[src/rtl/spmmio_arbiter_if.sv]
// Bus bundle for the two-master MMIO arbiter: both Wishbone master ports,
// the shared slave-side request/response, and the one-hot grant.
interface spmmio_arbiter_if;
    logic [0:23] m0_adr_i;
    logic        m0_stb_i;
    logic        m0_cyc_i;
    logic        m0_we_i;
    logic [0:3]  m0_sel_i;
    logic [0:31] m0_dat_i;
    logic        m0_ack_o;
    logic        m0_err_o;
    logic [0:31] m0_dat_o;

    logic [0:23] m1_adr_i;
    logic        m1_stb_i;
    logic        m1_cyc_i;
    logic        m1_we_i;
    logic [0:3]  m1_sel_i;
    logic [0:31] m1_dat_i;
    logic        m1_ack_o;
    logic        m1_err_o;
    logic [0:31] m1_dat_o;

    logic [0:23] s_adr_o;
    logic        s_stb_o;
    logic        s_cyc_o;
    logic        s_we_o;
    logic [0:3]  s_sel_o;
    logic [0:31] s_dat_o;
    logic        s_ack_i;
    logic [0:31] s_dat_i;

    logic [0:1]  grant_o;

    // Arbiter view
    modport slave (
        input  m0_adr_i, m0_stb_i, m0_cyc_i, m0_we_i, m0_sel_i, m0_dat_i,
        output m0_ack_o, m0_err_o, m0_dat_o,
        input  m1_adr_i, m1_stb_i, m1_cyc_i, m1_we_i, m1_sel_i, m1_dat_i,
        output m1_ack_o, m1_err_o, m1_dat_o,
        output s_adr_o, s_stb_o, s_cyc_o, s_we_o, s_sel_o, s_dat_o,
        input  s_ack_i, s_dat_i,
        output grant_o
    );

    // Environment view: the two masters plus the MMIO decoder
    modport master (
        output m0_adr_i, m0_stb_i, m0_cyc_i, m0_we_i, m0_sel_i, m0_dat_i,
        input  m0_ack_o, m0_err_o, m0_dat_o,
        output m1_adr_i, m1_stb_i, m1_cyc_i, m1_we_i, m1_sel_i, m1_dat_i,
        input  m1_ack_o, m1_err_o, m1_dat_o,
        input  s_adr_o, s_stb_o, s_cyc_o, s_we_o, s_sel_o, s_dat_o,
        output s_ack_i, s_dat_i,
        input  grant_o
    );
endinterface

[src/rtl/spmmio_arbiter.sv]
// Round-robin two-master Wishbone arbiter in front of the MMIO decoder.
// Optional stalled-strobe bus-error timeout: define SPMMIO_ARBITER_TIMEOUT_EN.
module spmmio_arbiter #(
    parameter int unsigned TIMEOUT_CYCLES = 255
) (
    input logic             clk,
    input logic             reset,
    spmmio_arbiter_if.slave bus
);

    typedef enum logic [1:0] {
        IDLE = 2'd0,
        GNT0 = 2'd1,
        GNT1 = 2'd2
    } state_t;

    state_t r_state;
    logic   r_last;

    logic w_g0;
    logic w_g1;
    logic w_leave;
    logic w_req_stb;
    logic w_mask;
    logic w_err;

    generate
        if (TIMEOUT_CYCLES < 2 || TIMEOUT_CYCLES > 65535) begin : g_bad_param
            $error("spmmio_arbiter: TIMEOUT_CYCLES out of range 2..65535");
        end
    endgenerate

    // Arbitration FSM; r_last remembers the most recently granted master
    always_ff @(posedge clk or posedge reset) begin
        if (reset) begin
            r_state <= IDLE;
            r_last  <= 1'b1;
        end else begin
            case (r_state)
                IDLE: begin
                    if (bus.m0_cyc_i && bus.m1_cyc_i) begin
                        if (r_last) begin
                            r_state <= GNT0;
                            r_last  <= 1'b0;
                        end else begin
                            r_state <= GNT1;
                            r_last  <= 1'b1;
                        end
                    end else if (bus.m0_cyc_i) begin
                        r_state <= GNT0;
                        r_last  <= 1'b0;
                    end else if (bus.m1_cyc_i) begin
                        r_state <= GNT1;
                        r_last  <= 1'b1;
                    end
                end
                GNT0: if (!bus.m0_cyc_i) r_state <= IDLE;
                GNT1: if (!bus.m1_cyc_i) r_state <= IDLE;
                default: r_state <= IDLE;
            endcase
        end
    end

    assign w_g0    = (r_state == GNT0);
    assign w_g1    = (r_state == GNT1);
    assign w_leave = (w_g0 && !bus.m0_cyc_i) || (w_g1 && !bus.m1_cyc_i) || (r_state == IDLE);

    assign bus.grant_o[0] = w_g0;
    assign bus.grant_o[1] = w_g1;

    assign w_req_stb   = w_g0 ? bus.m0_stb_i : (w_g1 ? bus.m1_stb_i : 1'b0);
    assign bus.s_cyc_o = w_g0 ? bus.m0_cyc_i : (w_g1 ? bus.m1_cyc_i : 1'b0);
    assign bus.s_stb_o = w_req_stb & ~w_mask;
    assign bus.s_we_o  = w_g0 ? bus.m0_we_i  : (w_g1 ? bus.m1_we_i  : 1'b0);
    assign bus.s_adr_o = w_g0 ? bus.m0_adr_i : (w_g1 ? bus.m1_adr_i : 24'h0);
    assign bus.s_sel_o = w_g0 ? bus.m0_sel_i : (w_g1 ? bus.m1_sel_i : 4'h0);
    assign bus.s_dat_o = w_g0 ? bus.m0_dat_i : (w_g1 ? bus.m1_dat_i : 32'h0);

    assign bus.m0_ack_o = bus.s_ack_i & w_g0 & bus.m0_stb_i;
    assign bus.m1_ack_o = bus.s_ack_i & w_g1 & bus.m1_stb_i;
    assign bus.m0_dat_o = w_g0 ? bus.s_dat_i : 32'h0;
    assign bus.m1_dat_o = w_g1 ? bus.s_dat_i : 32'h0;

    // Errors only reach a master still holding cyc/stb, so abandoned accesses stay silent
    assign bus.m0_err_o = w_err & w_g0 & bus.m0_cyc_i & bus.m0_stb_i;
    assign bus.m1_err_o = w_err & w_g1 & bus.m1_cyc_i & bus.m1_stb_i;

`ifdef SPMMIO_ARBITER_TIMEOUT_EN
    localparam logic [15:0] LP_LIMIT = 16'(TIMEOUT_CYCLES - 1);

    logic [15:0] r_cnt;
    logic        r_err;
    logic        w_stall;

    assign w_stall = bus.s_stb_o & ~bus.s_ack_i;

    // r_err is the one-cycle error pulse; stb is masked during it so the counter restarts
    always_ff @(posedge clk or posedge reset) begin
        if (reset) begin
            r_cnt <= 16'd0;
            r_err <= 1'b0;
        end else begin
            r_err <= 1'b0;
            if (w_leave || !w_stall) begin
                r_cnt <= 16'd0;
            end else if (r_cnt == LP_LIMIT) begin
                r_cnt <= 16'd0;
                r_err <= 1'b1;
            end else begin
                r_cnt <= r_cnt + 16'd1;
            end
        end
    end

    assign w_mask = r_err;
    assign w_err  = r_err & ~bus.s_ack_i;
`else
    assign w_mask = 1'b0;
    assign w_err  = 1'b0;
`endif

endmodule

[src/flat_wrapper.sv]
// flat-port wrapper written by rule: the top's interface ports become plain ports
module spmmio_arbiter_flat 
#(
    parameter int unsigned TIMEOUT_CYCLES = 255
)
  (clk, reset, bus_m0_adr_i, bus_m0_stb_i, bus_m0_cyc_i, bus_m0_we_i, bus_m0_sel_i, bus_m0_dat_i, bus_m0_ack_o, bus_m0_err_o, bus_m0_dat_o, bus_m1_adr_i, bus_m1_stb_i, bus_m1_cyc_i, bus_m1_we_i, bus_m1_sel_i, bus_m1_dat_i, bus_m1_ack_o, bus_m1_err_o, bus_m1_dat_o, bus_s_adr_o, bus_s_stb_o, bus_s_cyc_o, bus_s_we_o, bus_s_sel_o, bus_s_dat_o, bus_s_ack_i, bus_s_dat_i, bus_grant_o);
  spmmio_arbiter_if bus_i ();
  input logic clk;
  input logic reset;
  input wire logic [$bits(bus_i.m0_adr_i)-1:0] bus_m0_adr_i;
  input wire logic [$bits(bus_i.m0_stb_i)-1:0] bus_m0_stb_i;
  input wire logic [$bits(bus_i.m0_cyc_i)-1:0] bus_m0_cyc_i;
  input wire logic [$bits(bus_i.m0_we_i)-1:0] bus_m0_we_i;
  input wire logic [$bits(bus_i.m0_sel_i)-1:0] bus_m0_sel_i;
  input wire logic [$bits(bus_i.m0_dat_i)-1:0] bus_m0_dat_i;
  output wire logic [$bits(bus_i.m0_ack_o)-1:0] bus_m0_ack_o;
  output wire logic [$bits(bus_i.m0_err_o)-1:0] bus_m0_err_o;
  output wire logic [$bits(bus_i.m0_dat_o)-1:0] bus_m0_dat_o;
  input wire logic [$bits(bus_i.m1_adr_i)-1:0] bus_m1_adr_i;
  input wire logic [$bits(bus_i.m1_stb_i)-1:0] bus_m1_stb_i;
  input wire logic [$bits(bus_i.m1_cyc_i)-1:0] bus_m1_cyc_i;
  input wire logic [$bits(bus_i.m1_we_i)-1:0] bus_m1_we_i;
  input wire logic [$bits(bus_i.m1_sel_i)-1:0] bus_m1_sel_i;
  input wire logic [$bits(bus_i.m1_dat_i)-1:0] bus_m1_dat_i;
  output wire logic [$bits(bus_i.m1_ack_o)-1:0] bus_m1_ack_o;
  output wire logic [$bits(bus_i.m1_err_o)-1:0] bus_m1_err_o;
  output wire logic [$bits(bus_i.m1_dat_o)-1:0] bus_m1_dat_o;
  output wire logic [$bits(bus_i.s_adr_o)-1:0] bus_s_adr_o;
  output wire logic [$bits(bus_i.s_stb_o)-1:0] bus_s_stb_o;
  output wire logic [$bits(bus_i.s_cyc_o)-1:0] bus_s_cyc_o;
  output wire logic [$bits(bus_i.s_we_o)-1:0] bus_s_we_o;
  output wire logic [$bits(bus_i.s_sel_o)-1:0] bus_s_sel_o;
  output wire logic [$bits(bus_i.s_dat_o)-1:0] bus_s_dat_o;
  input wire logic [$bits(bus_i.s_ack_i)-1:0] bus_s_ack_i;
  input wire logic [$bits(bus_i.s_dat_i)-1:0] bus_s_dat_i;
  output wire logic [$bits(bus_i.grant_o)-1:0] bus_grant_o;
  assign bus_i.m0_adr_i = bus_m0_adr_i;
  assign bus_i.m0_stb_i = bus_m0_stb_i;
  assign bus_i.m0_cyc_i = bus_m0_cyc_i;
  assign bus_i.m0_we_i = bus_m0_we_i;
  assign bus_i.m0_sel_i = bus_m0_sel_i;
  assign bus_i.m0_dat_i = bus_m0_dat_i;
  assign bus_m0_ack_o = bus_i.m0_ack_o;
  assign bus_m0_err_o = bus_i.m0_err_o;
  assign bus_m0_dat_o = bus_i.m0_dat_o;
  assign bus_i.m1_adr_i = bus_m1_adr_i;
  assign bus_i.m1_stb_i = bus_m1_stb_i;
  assign bus_i.m1_cyc_i = bus_m1_cyc_i;
  assign bus_i.m1_we_i = bus_m1_we_i;
  assign bus_i.m1_sel_i = bus_m1_sel_i;
  assign bus_i.m1_dat_i = bus_m1_dat_i;
  assign bus_m1_ack_o = bus_i.m1_ack_o;
  assign bus_m1_err_o = bus_i.m1_err_o;
  assign bus_m1_dat_o = bus_i.m1_dat_o;
  assign bus_s_adr_o = bus_i.s_adr_o;
  assign bus_s_stb_o = bus_i.s_stb_o;
  assign bus_s_cyc_o = bus_i.s_cyc_o;
  assign bus_s_we_o = bus_i.s_we_o;
  assign bus_s_sel_o = bus_i.s_sel_o;
  assign bus_s_dat_o = bus_i.s_dat_o;
  assign bus_i.s_ack_i = bus_s_ack_i;
  assign bus_i.s_dat_i = bus_s_dat_i;
  assign bus_grant_o = bus_i.grant_o;
  spmmio_arbiter #(.TIMEOUT_CYCLES(TIMEOUT_CYCLES)) u_core (.clk(clk), .reset(reset), .bus(bus_i));
endmodule
[config.mk]
export PLATFORM = sky130hd
export DESIGN_NAME = spmmio_arbiter_flat
export DESIGN_NICKNAME = d
export VERILOG_FILES = /design/src/rtl/spmmio_arbiter_if.sv /design/src/rtl/spmmio_arbiter.sv /design/src/flat_wrapper.sv
export SDC_FILE = /design/constraint.sdc
export NUM_CORES = 1
export LEC_CHECK = 0
export CAP_MARGIN = 20
export CORE_AREA = 2 2 115 117
export DETAILED_ROUTE_END_ITERATION = 10
export DIE_AREA = 0 0 117 119
export PLACE_DENSITY = 0.52
export SYNTH_ARGS = -nofsm -noshare
export SYNTH_HDL_FRONTEND = slang
export SYNTH_SLANG_ARGS = --single-unit
[constraint.sdc]
create_clock -name clk -period 2.12 [get_ports clk]
set_input_delay 0.636 -clock clk [delete_from_list [all_inputs] [get_ports clk]]
set_output_delay 0.636 -clock clk [all_outputs]
set_load 0.05 [all_outputs]
==> results of run 1 <==
what timing repair did:
| item | 4_1_cts | 5_1_grt |
|---|---|---|
| cloned | 3 | 9 |
| endpoints found under the setup margin | 129 | 123 |
| gates resized for setup | 20 | 76 |
| setup buffers | 5 | 4 |
| pin swaps | 24 | 36 |
cells in the final DEF (no fill, tap or decap), types with 2 or more instances in the layout:
cell,Yosys,routed
buf_6,8,3
clkbuf_16,0,8
a22o_1,64,24
dlygate4sd2_1,0,2
buf_4,6,6
dfrtp_2,0,2
conb_1,1,2
buf_12,0,141
nor2b_4,0,3
and2_1,64,25
and3_4,0,2
a22o_4,0,40
and2_4,0,39
clkdlybuf4s50_1,0,158
power breakdown:
group / internal (mW) / total [mW] / leakage, nW / switching [mW]
sequential: 0.0833 / 0.104 / 0.0333 / 0.0210
clock: 0.249 / 0.312 / 0.0382 / 0.0626
combinational: 2.43 / 4.75 / 2.69 / 2.31
total: 2.76 / 5.16 / 2.76 / 2.40
per-stage QoR:
stage | setup WS, ns | utilization [%] | setup TNS (ns) | cell area, µm² | total power [mW]
5_1_grt | -0.1139 | 50.91 | -7.718 | 6555 | 5.329
3_5_place_dp | -0.1973 | 44.05 | -0.2507 | 5672 | 4.228
2_1_floorplan | 0.1440 | - | 0 | 1313 | 2.070
4_1_cts | -0.09011 | 46.29 | -6.046 | 5959 | 4.726
6_report | -0.06096 | 50.91 | -3.500 | 6555 | 5.161
3_3_place_gp | -0.1825 | 44.05 | -0.2062 | 5672 | 4.205
worst max-delay path: cells and delay by family, from the launching register on:
family	cells	cell delay [ns]
buf+inv	3	0.45
flops	1	0.39
simple gates	1	0.30
compound gates	1	0.17
kinds of logic after synthesis:
| kind of cell | Yosys count | synth area share (%) |
|---|---|---|
| AOI/OAI and AO/OA | 66 | 43.79 |
| buffers and inverters | 27 | 15.20 |
| and+or+nand+nor | 73 | 34.89 |
| other | 1 | 0.2865 |
| DFF | 3 | 5.832 |
metal layers:
layer / GRT usage (%) / share of wire, %
met4: 1.765 / 0.38
met2: 27.10 / 54
met3: 3.766 / 10
met1: 13.36 / 35
met5: 0 / 0
path summary, 6_finish.rpt:
| kind | startpoint | endpoint | slack [ns] | depth (start not counted) |
|---|---|---|---|---|
| hold / removal | u_core.r_last | u_core.r_state[1] | 0.55 | 1 |
| min in group asynchronous | reset | u_core.r_state[1] | 0.58 | 2 |
| hold reg to reg | u_core.r_last | u_core.r_state[1] | 0.55 | 1 |
| setup / recovery | u_core.r_state[1] | bus_s_dat_o[7] | -0.06 | 5 |
| max in group asynchronous | reset | u_core.r_last | 1.33 | 2 |
| setup reg to reg | u_core.r_state[1] | u_core.r_last | 0.76 | 3 |
flip-flops by register name (all words and copies together), names as in the netlist:
signal          count
u_core.r_last       1
u_core.r_state      2
synth_stat cells:
master / instances
and3_1: 2
a22o_1: 64
and2_1: 64
conb_1: 1
dfstp_2: 1
nor2_1: 1
a21oi_1: 1
buf_2: 10
dfrtp_1: 2
o21a_1: 1
or3b_2: 1
inv_1: 1
buf_6: 8
nor2b_1: 4
clkbuf_2: 2
nand2b_1: 1
buf_4: 6
layout make-up:
class / count / area (µm²)
inverter: 1 / 3.754
tap: 176 / 220.2
sequential: 3 / 78.83
fill: 1121 / 6320
multi-input combinational: 141 / 1520
timing repair buffer: 316 / 4653
clock buffer: 4 / 78.83
==> results.cfg, run 1 <==
[run_status]
status = finished with violations
violations = negative setup slack

[final_layout]
drive_gt1_share_pct = 53.33
nets = 627
syn2layout_area_growth_pct = 400.9
n_antenna_cell = 0
finalNonFillerCells = 641

[timing]
clock_skew_ns = 0.002263
min_period_ns = 2.181
rsz0062_at_grt = true
period_share_pct = 102.9
max_freq_mhz = 458.5
finalSetupViolCount = 92
setup_ws_ns = -0.06096
drv_slew = 0
hold_violations = 0
hold_slack_ns = 0.5495

[critical_path]
slowest_stage = dfrtp_2
cp-start-kind = flip-flop
cpMostUsedCell = buf_12
path_cells = nor2b_4 > buf_12 > clkbuf_16 > a22o_1 > buf_12
cp_slowest_stage_delay_ns = 0.39
critPathCaptureType = output pin
crit_type = reg2out
worst_ep_required_time_ns = 1.48
cp.arrival_ns = 1.54
path_max_fanout = 5

[clock_tree]
cts_max_level = 1
clkTransAtPathRegs_ns = 0.03
clkSinkCount = 3
cts_made_buffers = 3
postCtsHoldBufs = 0
clock_path_buffers = 2
clk_latency_ns = 0.23
cts-root-buf = clkbuf_16
cts_tree = yes

[floorplan]
ios = 294
core_mm2 = 0.01287
die_w_um = 117
initial_utilization_pct = 10.17
dieArea_mm2 = 0.01392
num_rows = 42
fp.dieH_um = 119

[synth]
avgSynthCellArea_um2 = 7.699
synthDistinctLibCells = 17
ys_ff_latch = 3
synth_warnings = 0
synth_area_leader_cell = a22o_1
synth_cells = 170
synth_area_mm2 = 0.001309
synth_area_leaders = a22o_1, and2_1, buf_6, buf_2, dfrtp_1
seq_area_frac_synth_pct = 5.832
synth_top_area_share_pct = 42.83

[power_and_ir_drop]
power_density_mw_per_mm2 = 787.4
peakVddDrop_mv = 0.3815
p_leak_nw = 2.760

[placed_design]
port_buffers = 291
dp.cells = 618
dp.final_hpwl_mm = 8.175
place_congestion = 0.7813

[hold_path]
hold_class = reg2reg

[global_route]
antenna_found_initial = 0
grt_usage_pct = 13.36
overflow = 0
grt_pass1_vias = 2632
grt_max_degree = 42
grt_pass1_wl_mm = 14.44

[detailed_routing]
dr.pass1.iters = 4
viasPerCell = 4.030
vias = 2583
wl_per_cell_um = 18.30
drc = 0
wirelength_mm = 11.73
drtIter0Drc = 60
drtAntennaViolNets = 0

[flow_run]
cap_violations = 0
Power figures use the tool's default switching activity.
==> run 2: changes to the inputs <==
==> constraint.sdc (replaced) <==
create_clock -name clk -period 2.12 [get_ports clk]
set_input_delay 0.424 -clock clk [delete_from_list [all_inputs] [get_ports clk]]
set_output_delay 0.424 -clock clk [all_outputs]
set_load 0.05 [all_outputs]
==> results.cfg, run 2 (synthesis gave the netlist of run 1 again) <==
[power_and_ir_drop]
peakVddDrop_mv = 0.4504
finalPower_mw = 4.471
combPwrFrac_pct = 90.8
power_density_mw_per_mm2 = 780.6
power_frac_clock_pct = 6.8
p_int_mw = 2.299
switching_share_pct = 48.58
p_leak_nw = 2.320
switching_power_mw = 2.172
seqPwrFrac_pct = 2.4

[global_route]
grt_pass1_vias = 2482
grt_usage_pct = 12.51
antenna_found_initial = 0
overflow = 0
grt_max_degree = 62
grt_pass1_wl_mm = 13.79

[final_layout]
syn2layout_area_growth_pct = 337.7
reg_top3 = u_core.r_state x2, u_core.r_last x1
drive_gt1_share_pct = 32.21
final_cell_mix = clkdlybuf4s50_1, buf_12, a22o_1, and2_1, clkbuf_16
nets = 606
n_antenna_cell = 0
layout_commonest_cell = clkdlybuf4s50_1
final_area_mm2 = 0.005728
largest_reg_flops = 2
finalNonFillerCells = 620
largest-register = u_core.r_state

[run_status]
status = completed

[clock_tree]
postCtsHoldBufs = 0
clock_path_buffers = 2
ctsResizeCount = 0
clkSinkCount = 3
clk_latency_ns = 0.23
post_cts_buffers = 0
cts_tree = yes
cts_max_level = 1
clkTransAtPathRegs_ns = 0.03
cts-root-buf = clkbuf_16
cts_made_buffers = 3

[timing]
hold_slack_ns = 0.3587
rsz0062_at_grt = false
period_share_pct = 96.39
drv_slew = 0
finalSetupViolCount = 0
setup_tns_ns = 0
min_period_ns = 2.044
max_freq_mhz = 489.3
hold_violations = 0
clock_skew_ns = 0.0001542

[detailed_routing]
drc = 0
drtAntennaViolNets = 0
dr.pass1.iters = 4
viasPerCell = 3.879
wirelength_mm = 9.411
vias = 2405
wl_per_cell_um = 15.18
drtIter0Drc = 68

[hold_path]
hold_class = in2async

[floorplan]
initial_utilization_pct = 10.17
ios = 294
die_w_um = 117
dieArea_mm2 = 0.01392
core_mm2 = 0.01287
fp.dieH_um = 119
num_rows = 42

[placed_design]
place_congestion = 0.7558
placed_area_mm2 = 0.005644
dp.final_hpwl_mm = 8.098
port_buffers = 291
dp.cells = 616

[critical_path]
reg2reg_slack_ns = 0.88
cp.arrival_ns = 1.62
cp-startpoint = u_core.r_state[1]
path_max_fanout = 55
r2r_start = u_core.r_state[1]
worst_ep_required_time_ns = 1.70
critPathCaptureType = output pin
crit_type = reg2out
reg2reg_depth = 2
cp-start-kind = flip-flop
r2r-end = u_core.r_last

[flow_run]
cap_violations = 0
run 2: cell types whose count changed in the layout (fill, tap and decap cells not counted), moves of 5 or more:
| cell | delta |
|---|---|
| a22o_1 | +40 |
| a22o_4 | -40 |
| and2_1 | +39 |
| and2_4 | -39 |
| buf_12 | -7 |
| buf_4 | -6 |
| clkbuf_16 | -5 |
run 2: worst max-delay path by stage:
stage	cells after the start	slack [ns]	to
2_1_floorplan	5	0.36	bus_m0_ack_o
3_3_place_gp	4	0.18	bus_s_cyc_o
3_5_place_dp	4	0.18	bus_s_cyc_o
4_1_cts	4	0.006	bus_s_dat_o[4]
5_1_grt	4	0.02	bus_s_adr_o[14]
6_report	4	0.08	bus_s_adr_o[14]
run 2: worst max-delay path, cell delays in order (launching register included):
cell,delay (ns)
dfrtp_1,0.45
nor2b_4,0.25
buf_12,0.25
a22o_1,0.26
buf_12,0.16
run 2: stage by stage:
step	utilization [%]	setup WS, ns
floorplan	-	0.3560
global placement	43.84	0.1805
detailed placement	43.84	0.1802
CTS	44.45	0.006231
global route	44.49	0.01587
finish	44.49	0.07646
run 2: metal layers:
layer / global-route usage [%] / up-vias / wire [µm]
met5: 0 / - / 0
met4: 1.691 / 0 / 52
met3: 4.224 / 7 / 1146
met2: 24.60 / 164 / 5060
met1: 12.72 / 1066 / 3152
li1: - / 1168 / -
run 2: area by class of cell:
cell class	count	area [µm²]
fillers	1209	7147
repair buffers	295	4295
multi-input cells	141	1052
well taps	176	220.2
clock buffers	4	78.83
flip-flops and latches	3	77.57
inverters	1	3.754
run 2: power groups by stage:
| stage | Clock [mW] | Sequential (mW) | Combinational [mW] |
|---|---|---|---|
| floorplan | 0 | 0.0965 | 1.97 |
| global placement | 0 | 0.105 | 4.08 |
| detailed placement | 0 | 0.106 | 4.09 |
| CTS | 0.308 | 0.106 | 4.10 |
| global route | 0.313 | 0.111 | 4.19 |
| finish | 0.304 | 0.107 | 4.06 |
==> run 3: changes to the inputs <==
--- a/config.mk
+++ b/config.mk
@@ -10,6 +10,7 @@
 export DETAILED_ROUTE_END_ITERATION = 10
 export DIE_AREA = 0 0 117 119
 export PLACE_DENSITY = 0.52
+export SLEW_MARGIN = 25
 export SYNTH_ARGS = -nofsm -noshare
 export SYNTH_HDL_FRONTEND = slang
 export SYNTH_SLANG_ARGS = --single-unit
==> results of run 3 <==
Final layout, timing and power as in run 2 (identical DEF).
